### config.mk
export PLATFORM = sky130hd
export DESIGN_NAME = dphy_hs_lane_tx
export DESIGN_NICKNAME = d
export VERILOG_FILES = /design/src/rtl/dphy_pkg.sv /design/src/rtl/dphy_hs_lane_tx.sv
export SDC_FILE = /design/constraint.sdc
export NUM_CORES = 1
export LEC_CHECK = 0
export ABC_AREA = 0
export ABC_CLOCK_PERIOD_IN_PS = 2200
export CORE_ASPECT_RATIO = 0.6
export CORE_UTILIZATION = 30
export CTS_BUF_LIST = sky130_fd_sc_hd__clkbuf_8
export DETAILED_ROUTE_END_ITERATION = 8
export GPL_TIMING_DRIVEN = 0
export PLACE_DENSITY = 0.57
export SLEW_MARGIN = 15
export SYNTH_ARGS = -nofsm -noshare
export SYNTH_HDL_FRONTEND = slang
export SYNTH_SLANG_ARGS = --single-unit
### constraint.sdc
create_clock -name clk_i -period 2.2 [get_ports clk_i]
set_input_delay 0.22 -clock clk_i [delete_from_list [all_inputs] [get_ports clk_i]]
set_output_delay 0.22 -clock clk_i [all_outputs]
set_load 0.05 [all_outputs]
### src/rtl/dphy_pkg.sv
// rtl/dphy_pkg.sv - shared D-PHY constants and HS lane sequencer state type
// Shared by the HS lane transmitter and the RX byte aligner.
package dphy_pkg;

   localparam logic [7:0] SYNC_PATTERN = 8'hB8;

   typedef enum logic [2:0] {
      ST_IDLE  = 3'd0,
      ST_ZERO  = 3'd1,
      ST_DATA  = 3'd2,
      ST_TRAIL = 3'd3,
      ST_GAP   = 3'd4
   } hs_state_e;

endpackage

### src/rtl/dphy_hs_lane_tx.sv
// rtl/dphy_hs_lane_tx.sv - D-PHY HS byte sequencer for one data lane
// Frames a payload burst as HS-ZERO leader, sync byte, payload, and HS-TRAIL.
module dphy_hs_lane_tx
   import dphy_pkg::*;
#(
   parameter int ZERO_BYTES  = 4,
   parameter int TRAIL_BYTES = 2
)(
   input  logic       clk_i,
   input  logic       rst_n_i,
   input  logic [7:0] tx_data_i,
   input  logic       tx_valid_i,
   input  logic       tx_last_i,
   output logic       tx_ready_o,
   output logic [7:0] hs_byte_o,
   output logic       hs_active_o,
   output logic       busy_o,
   output logic       underflow_o
);

   localparam int CNT_MAX = (ZERO_BYTES > TRAIL_BYTES) ? ZERO_BYTES : TRAIL_BYTES;
   localparam int CW      = $clog2(CNT_MAX + 1);

   localparam logic [CW-1:0] ZERO_LOAD     = CW'(ZERO_BYTES);
   localparam logic [CW-1:0] TRAIL_LOAD    = CW'(TRAIL_BYTES);
   // An underflow emits its first trail byte on the detecting edge.
   localparam logic [CW-1:0] TRAIL_LOAD_UF = CW'(TRAIL_BYTES - 1);
   localparam logic [CW-1:0] CNT_ONE       = CW'(1);

   hs_state_e     r_state;
   hs_state_e     w_state_nxt;
   logic [CW-1:0] r_cnt;
   logic [CW-1:0] w_cnt_nxt;
   logic [7:0]    r_last_byte;
   logic [7:0]    w_last_byte_nxt;
   logic [7:0]    r_hs_byte;
   logic [7:0]    w_hs_byte_nxt;
   logic          r_hs_active;
   logic          w_hs_active_nxt;
   logic [7:0]    w_trail_byte;

   assign w_trail_byte = {8{~r_last_byte[7]}};

   always_ff @(posedge clk_i or negedge rst_n_i) begin
      if (!rst_n_i) begin
         r_state     <= ST_IDLE;
         r_cnt       <= '0;
         r_last_byte <= '0;
         r_hs_byte   <= '0;
         r_hs_active <= 1'b0;
      end else begin
         r_state     <= w_state_nxt;
         r_cnt       <= w_cnt_nxt;
         r_last_byte <= w_last_byte_nxt;
         r_hs_byte   <= w_hs_byte_nxt;
         r_hs_active <= w_hs_active_nxt;
      end
   end

   always_comb begin
      w_state_nxt     = r_state;
      w_cnt_nxt       = r_cnt;
      w_last_byte_nxt = r_last_byte;
      w_hs_byte_nxt   = 8'h00;
      w_hs_active_nxt = 1'b0;

      case (r_state)
         ST_IDLE: begin
            if (tx_valid_i) begin
               w_state_nxt = ST_ZERO;
               w_cnt_nxt   = ZERO_LOAD;
            end
         end

         ST_ZERO: begin
            w_hs_active_nxt = 1'b1;
            if (r_cnt != '0) begin
               w_cnt_nxt = r_cnt - CNT_ONE;
            end else begin
               w_hs_byte_nxt   = SYNC_PATTERN;
               w_last_byte_nxt = SYNC_PATTERN;
               w_state_nxt     = ST_DATA;
            end
         end

         ST_DATA: begin
            w_hs_active_nxt = 1'b1;
            if (tx_valid_i) begin
               w_hs_byte_nxt   = tx_data_i;
               w_last_byte_nxt = tx_data_i;
               if (tx_last_i) begin
                  w_state_nxt = ST_TRAIL;
                  w_cnt_nxt   = TRAIL_LOAD;
               end
            end else begin
               w_hs_byte_nxt = w_trail_byte;
               w_state_nxt   = ST_TRAIL;
               w_cnt_nxt     = TRAIL_LOAD_UF;
            end
         end

         ST_TRAIL: begin
            if (r_cnt != '0) begin
               w_hs_active_nxt = 1'b1;
               w_hs_byte_nxt   = w_trail_byte;
               w_cnt_nxt       = r_cnt - CNT_ONE;
            end else begin
               w_state_nxt = ST_GAP;
            end
         end

         ST_GAP: begin
            w_state_nxt = ST_IDLE;
         end

         default: begin
            w_state_nxt = ST_IDLE;
         end
      endcase
   end

   assign tx_ready_o  = (r_state == ST_DATA);
   assign underflow_o = (r_state == ST_DATA) && !tx_valid_i;
   assign busy_o      = (r_state != ST_IDLE);
   assign hs_byte_o   = r_hs_byte;
   assign hs_active_o = r_hs_active;

endmodule

=== Word level (Yosys, flattened, before mapping) ===
Cells that the tools add are included.

* Word-level logic and storage cells: 48
* Register bits: 23
* Memory bits (read-only): 0
* Input bits: 12
* Memories kept: 0
* RAM bits: 0
* Latch bits: 0

* Order comparisons: 0
* Muxes and demuxes: 20
* Multiply operators: 0
* Shift operators: 0
* $add $sub $neg: 1
* Reductions and logical operators: 12
* Div/mod/pow operators: 0
* Bitwise logic cells: 1
* Equality and inequality tests: 9

{| class="wikitable"
|+ Operators by type and width
! cell !! count
|-
| $mux W8 || 5
|-
| $mux W3 || 9
|-
| $pmux W8 S3 || 1
|-
| $pmux W8 S2 || 1
|-
| $pmux W3 S4 || 1
|-
| $pmux W3 S3 || 1
|-
| $reduce_bool A3 Y1 || 3
|-
| $ne A2 B2 Y1 const B || 4
|-
| $reduce_and A4 Y1 || 2
|-
| $eq A3 B2 Y1 const B || 2
|-
| $reduce_or A2 Y1 || 2
|-
| $eq A3 B1 Y1 const B || 1
|-
| $logic_not A3 Y1 || 1
|-
| $ne A3 B3 Y1 const B || 1
|-
| $reduce_and A3 Y1 || 1
|-
| $sub A3 B1 Y3 const B || 1
|-
| $ne A2 B1 Y1 const B || 1
|-
| $pmux W1 S2 || 1
|-
| $reduce_bool A2 Y1 || 1
|-
| $logic_and A1 B1 Y1 || 1
|-
| $logic_not A1 Y1 || 1
|-
| $mux W1 || 1
|-
| $not A1 Y1 || 1
|}

=== Longest topological paths before layout ===
* Depth in word-level cells: 4
* Mapped depth: 6

=== Worst setup path after synthesis ===
No wires, ideal clock.

* Kind: register to output
* Start point: register r_state[2]
* End point: output underflow_o
* Setup slack: 0.239 ns
* Data arrival time: 1.741 ns
* Cell stages (with the launch flop): 4
* Path through: dfrtp_1 > buf_2 > nand2b_1 > nor3_1

* Cells in the longest elaborated chain, start to end: 2

{| class="wikitable"
|+ Ends and longest elaborated chain
! element !! line !! RTL
|-
| start: declaration || dphy_hs_lane_tx.sv:30 || <nowiki>hs_state_e r_state;</nowiki>
|-
| start signal: assignment || dphy_hs_lane_tx.sv:52 || <nowiki>r_state <= w_state_nxt;</nowiki>
|-
| $eq A3 B2 Y1 || dphy_hs_lane_tx.sv:123 || <nowiki>assign underflow_o = (r_state == ST_DATA) && !tx_valid_i;</nowiki>
|-
| $logic_and A1 B1 Y1 || dphy_hs_lane_tx.sv:123 ||
|-
| end: declaration || dphy_hs_lane_tx.sv:18 || <nowiki>output logic underflow_o</nowiki>
|}

Every way passes these cells.

=== Worst setup path in the final report ===
* Start point: register r_state[1]
* End point: output busy_o

* Cells in the longest elaborated chain, start to end: 1

{| class="wikitable"
|+ Ends and longest elaborated chain
! element !! line !! RTL
|-
| $reduce_bool A3 Y1 || dphy_hs_lane_tx.sv:124 || <nowiki>assign busy_o = (r_state != ST_IDLE);</nowiki>
|-
| end: declaration || dphy_hs_lane_tx.sv:17 || <nowiki>output logic busy_o,</nowiki>
|}

Every way passes these cells.

==> out/qor.yml <==
synth_adder_area_share_pct: 3.24
core.rowCount: 13
final-max-slew-violation-count: 0
fmax_ghz: 0.477
synthXorXnorAreaFrac_pct: 1.13
worst_pin_slew_ns: 0.722
boundaryPins: 24
wl_met2_um: 657
synth_nets: 88
relSlewSlack_pct: 51.7
rrSetupSlack_ns: 0.48
synth_seq_cells: 16
dr.pass1.iters: 4
cp-end-kind: "primary output"
period_needed_ns: 2.10
fin_nets: 116
place_congestion: 0.741
clockBufferDepth: 2
fin_crit_sh_pct: 95.4
start_kind: "flip-flop"
layout-drive-gt1-share_pct: 10.0
hold_path_class: "input pin to async pin"
final_cells: 130
numCtsBuffers: 3
drt_wl_total_um: 1570
fp.dieW_um: 67.5
dp.cells: 127
drc: 0
synth_top_family_by_area: "simple AND/OR/NAND/NOR gates"
viasPerCell: 4.78
start_util_pct: 33.7
ys_types: 30
synthCells: 74
multi_input_area_um2: 317
antenna_cells: 0
avgSynthCellArea_um2: 10.4
drt_iter0_drc: 29
synth_area_um2: 772
antenna_found_initial: 0
critical_path_class: "flip-flop to primary output"
finalPower_mw: 1.71
cts_tree: "built"
top_layer_used: "met4"
cts.sinks: 16
m1WireLength_um: 742
grt_start_max_net_pins: 17
cp_data_arrival_time_ns: 1.88
htree_levels: 1
worstPathMaxFanout: 10
rsz0062_at_grt: "no"
status: "completed"
power_density_nw_per_um2: 1580
wl_per_cell_um: 12.0
synthSimpleGateAreaFrac_pct: 19.3
finClkSkew_ns: 0.00157
fin_area_um2: 1080
yosysSeqAreaShare_pct: 51.9
place_area_um2: 1040
ir_drop_uv: 549
p_leak_nw: 0.517
post-place-ws_ns: 0.202
setup_viol: 0
core_um2: 2290
port_buffers: 23
grt_overflow_total: 0
max_cap_violations: 0
r2r_start: "r_cnt[0]"
synth_compound_area_share_pct: 12.0
syn_to_final_growth_pct: 40.2
dieArea_um2: 2790
vias: 622
timing.rr.end: "r_cnt[2]"
grt_pass1_wl_um: 2590
synth.mux.area_fraction_pct: 5.35
cts_hold_buf: 0
tns_ns: 0
drtAntennaViolNets: 0
setup_slack_ns: 0.102
critPathRequiredTime_ns: 1.98
ff_latch_area_um2: 400
grt_usage_pct: 14.0
hpwl_um: 1150
grt_pass1_vias: 562
hold_viol_final: 0
fill_cells: 204
clockRootBuffer: "clkbuf_8"
clk-insertion-delay-late_ns: 0.25
cts.clk_slew.worst_paths_ns: 0.06
r2r.worst_path.cells: 6
ys_warn_count: 0
die_h_um: 41.3
met3_length_um: 148
==> power by group <==
group | internal, mW | leakage, nW | switching [mW]
registers | 0.422 | 0.200 | 0.0438
clock network | 0.121 | 0.0216 | 0.0962
logic | 0.396 | 0.296 | 0.629
total | 0.939 | 0.517 | 0.769
==> cell usage in the layout (no fill, tap or decap), types with 2 or more instances in the layout <==
master and n:
clkdlybuf4s50_1 21, dfrtp_1 16, nand2_1 13, inv_1 7, o21ai_0 5, mux2i_1 3
clkbuf_8 3, buf_2 2, a31oi_1 2, nor2_1 2, a21oi_1 2, ha_1 2
==> cell type report <==
class                           instances  share of cell area, %
Inverter                                7                   2.43
Buffer                                  4                   2.66
Clock buffer                            3                   3.82
Tap cell                               30                   3.47
Sequential cell                        16                   37.0
Timing Repair Buffer                   23                   21.4
Multi-Input combinational cell         47                   29.2
==> cells in the mapped netlist, drive strengths merged <==
master,number,share of area (%)
a21oi,2,1.3
a22oi,1,0.97
a2bb2oi,1,1.1
a31oi,3,4.4
and2b,1,0.97
and3,1,0.81
buf,4,3.7
dfrtp,16,52
ha,2,3.2
inv,7,3.4
mux2,1,1.5
mux2i,3,3.9
nand2,13,6.3
nand2b,1,0.81
nand3b,1,0.97
nor2,2,0.97
nor2b,1,0.81
nor3,1,0.65
nor3b,2,2.6
nor4bb,1,1.3
o21ai,5,3.2
o21bai,1,0.97
or2,1,0.81
or3,1,0.81
or3b,1,1.5
xnor2,1,1.1
==> flip-flops by register name, summed over array words and instances, names as in the netlist <==
name	count
hs_active_o	1
r_state	3
r_cnt	3
hs_byte_o	8
r_last_byte	1
==> worst max-delay path, cell delays in order (launching register included) <==
cell             delay, ns
dfrtp_1               0.39
buf_4                 0.17
or3_1                 0.36
clkdlybuf4s50_1       0.70
==> kinds of logic after synthesis <==
logic type               after synthesis
AND/OR/NAND/NOR                       27
multiplexers                           4
adder cells (fa/ha/maj)                2
XOR/XNOR                               1
buffers and inverters                 11
flip-flops                            16
AO/OA/AOI/OAI                         13
==> worst max-delay path by stage <==
| stage | startpoint | endpoint | slack, ns | depth (start not counted) |
|---|---|---|---|---|
| detailed placement | tx_valid_i | underflow_o | 0.20 | 3 |
| finish | r_state[1] | busy_o | 0.10 | 3 |
| CTS | r_state[2] | tx_ready_o | 0.04 | 3 |
| global placement | tx_valid_i | underflow_o | 0.20 | 3 |
| floorplan | r_state[2] | underflow_o | 0.24 | 3 |
| global route | r_state[2] | busy_o | 0.02 | 3 |
==> metal layers <==
layer	track usage [%]	vias up
met5	0	-
met4	4.79	0
met3	6.52	3
met2	20.8	25
met1	18.0	297
li1	-	297
==> what timing repair did <==
item,4_1_cts,5_1_grt
endpoints found under the setup margin,1,1
buffers inserted,0,0
gates resized for setup,1,1
==> metrics by stage <==
step	hold slack, ns	util, %
final	0.401	47.2
after CTS	0.441	47.1
after floorplan	-0.0756	-
after global placement	0.481	45.3
after detailed placement	0.485	45.3
after global routing	0.480	47.2
Power figures use the tool's default switching activity.
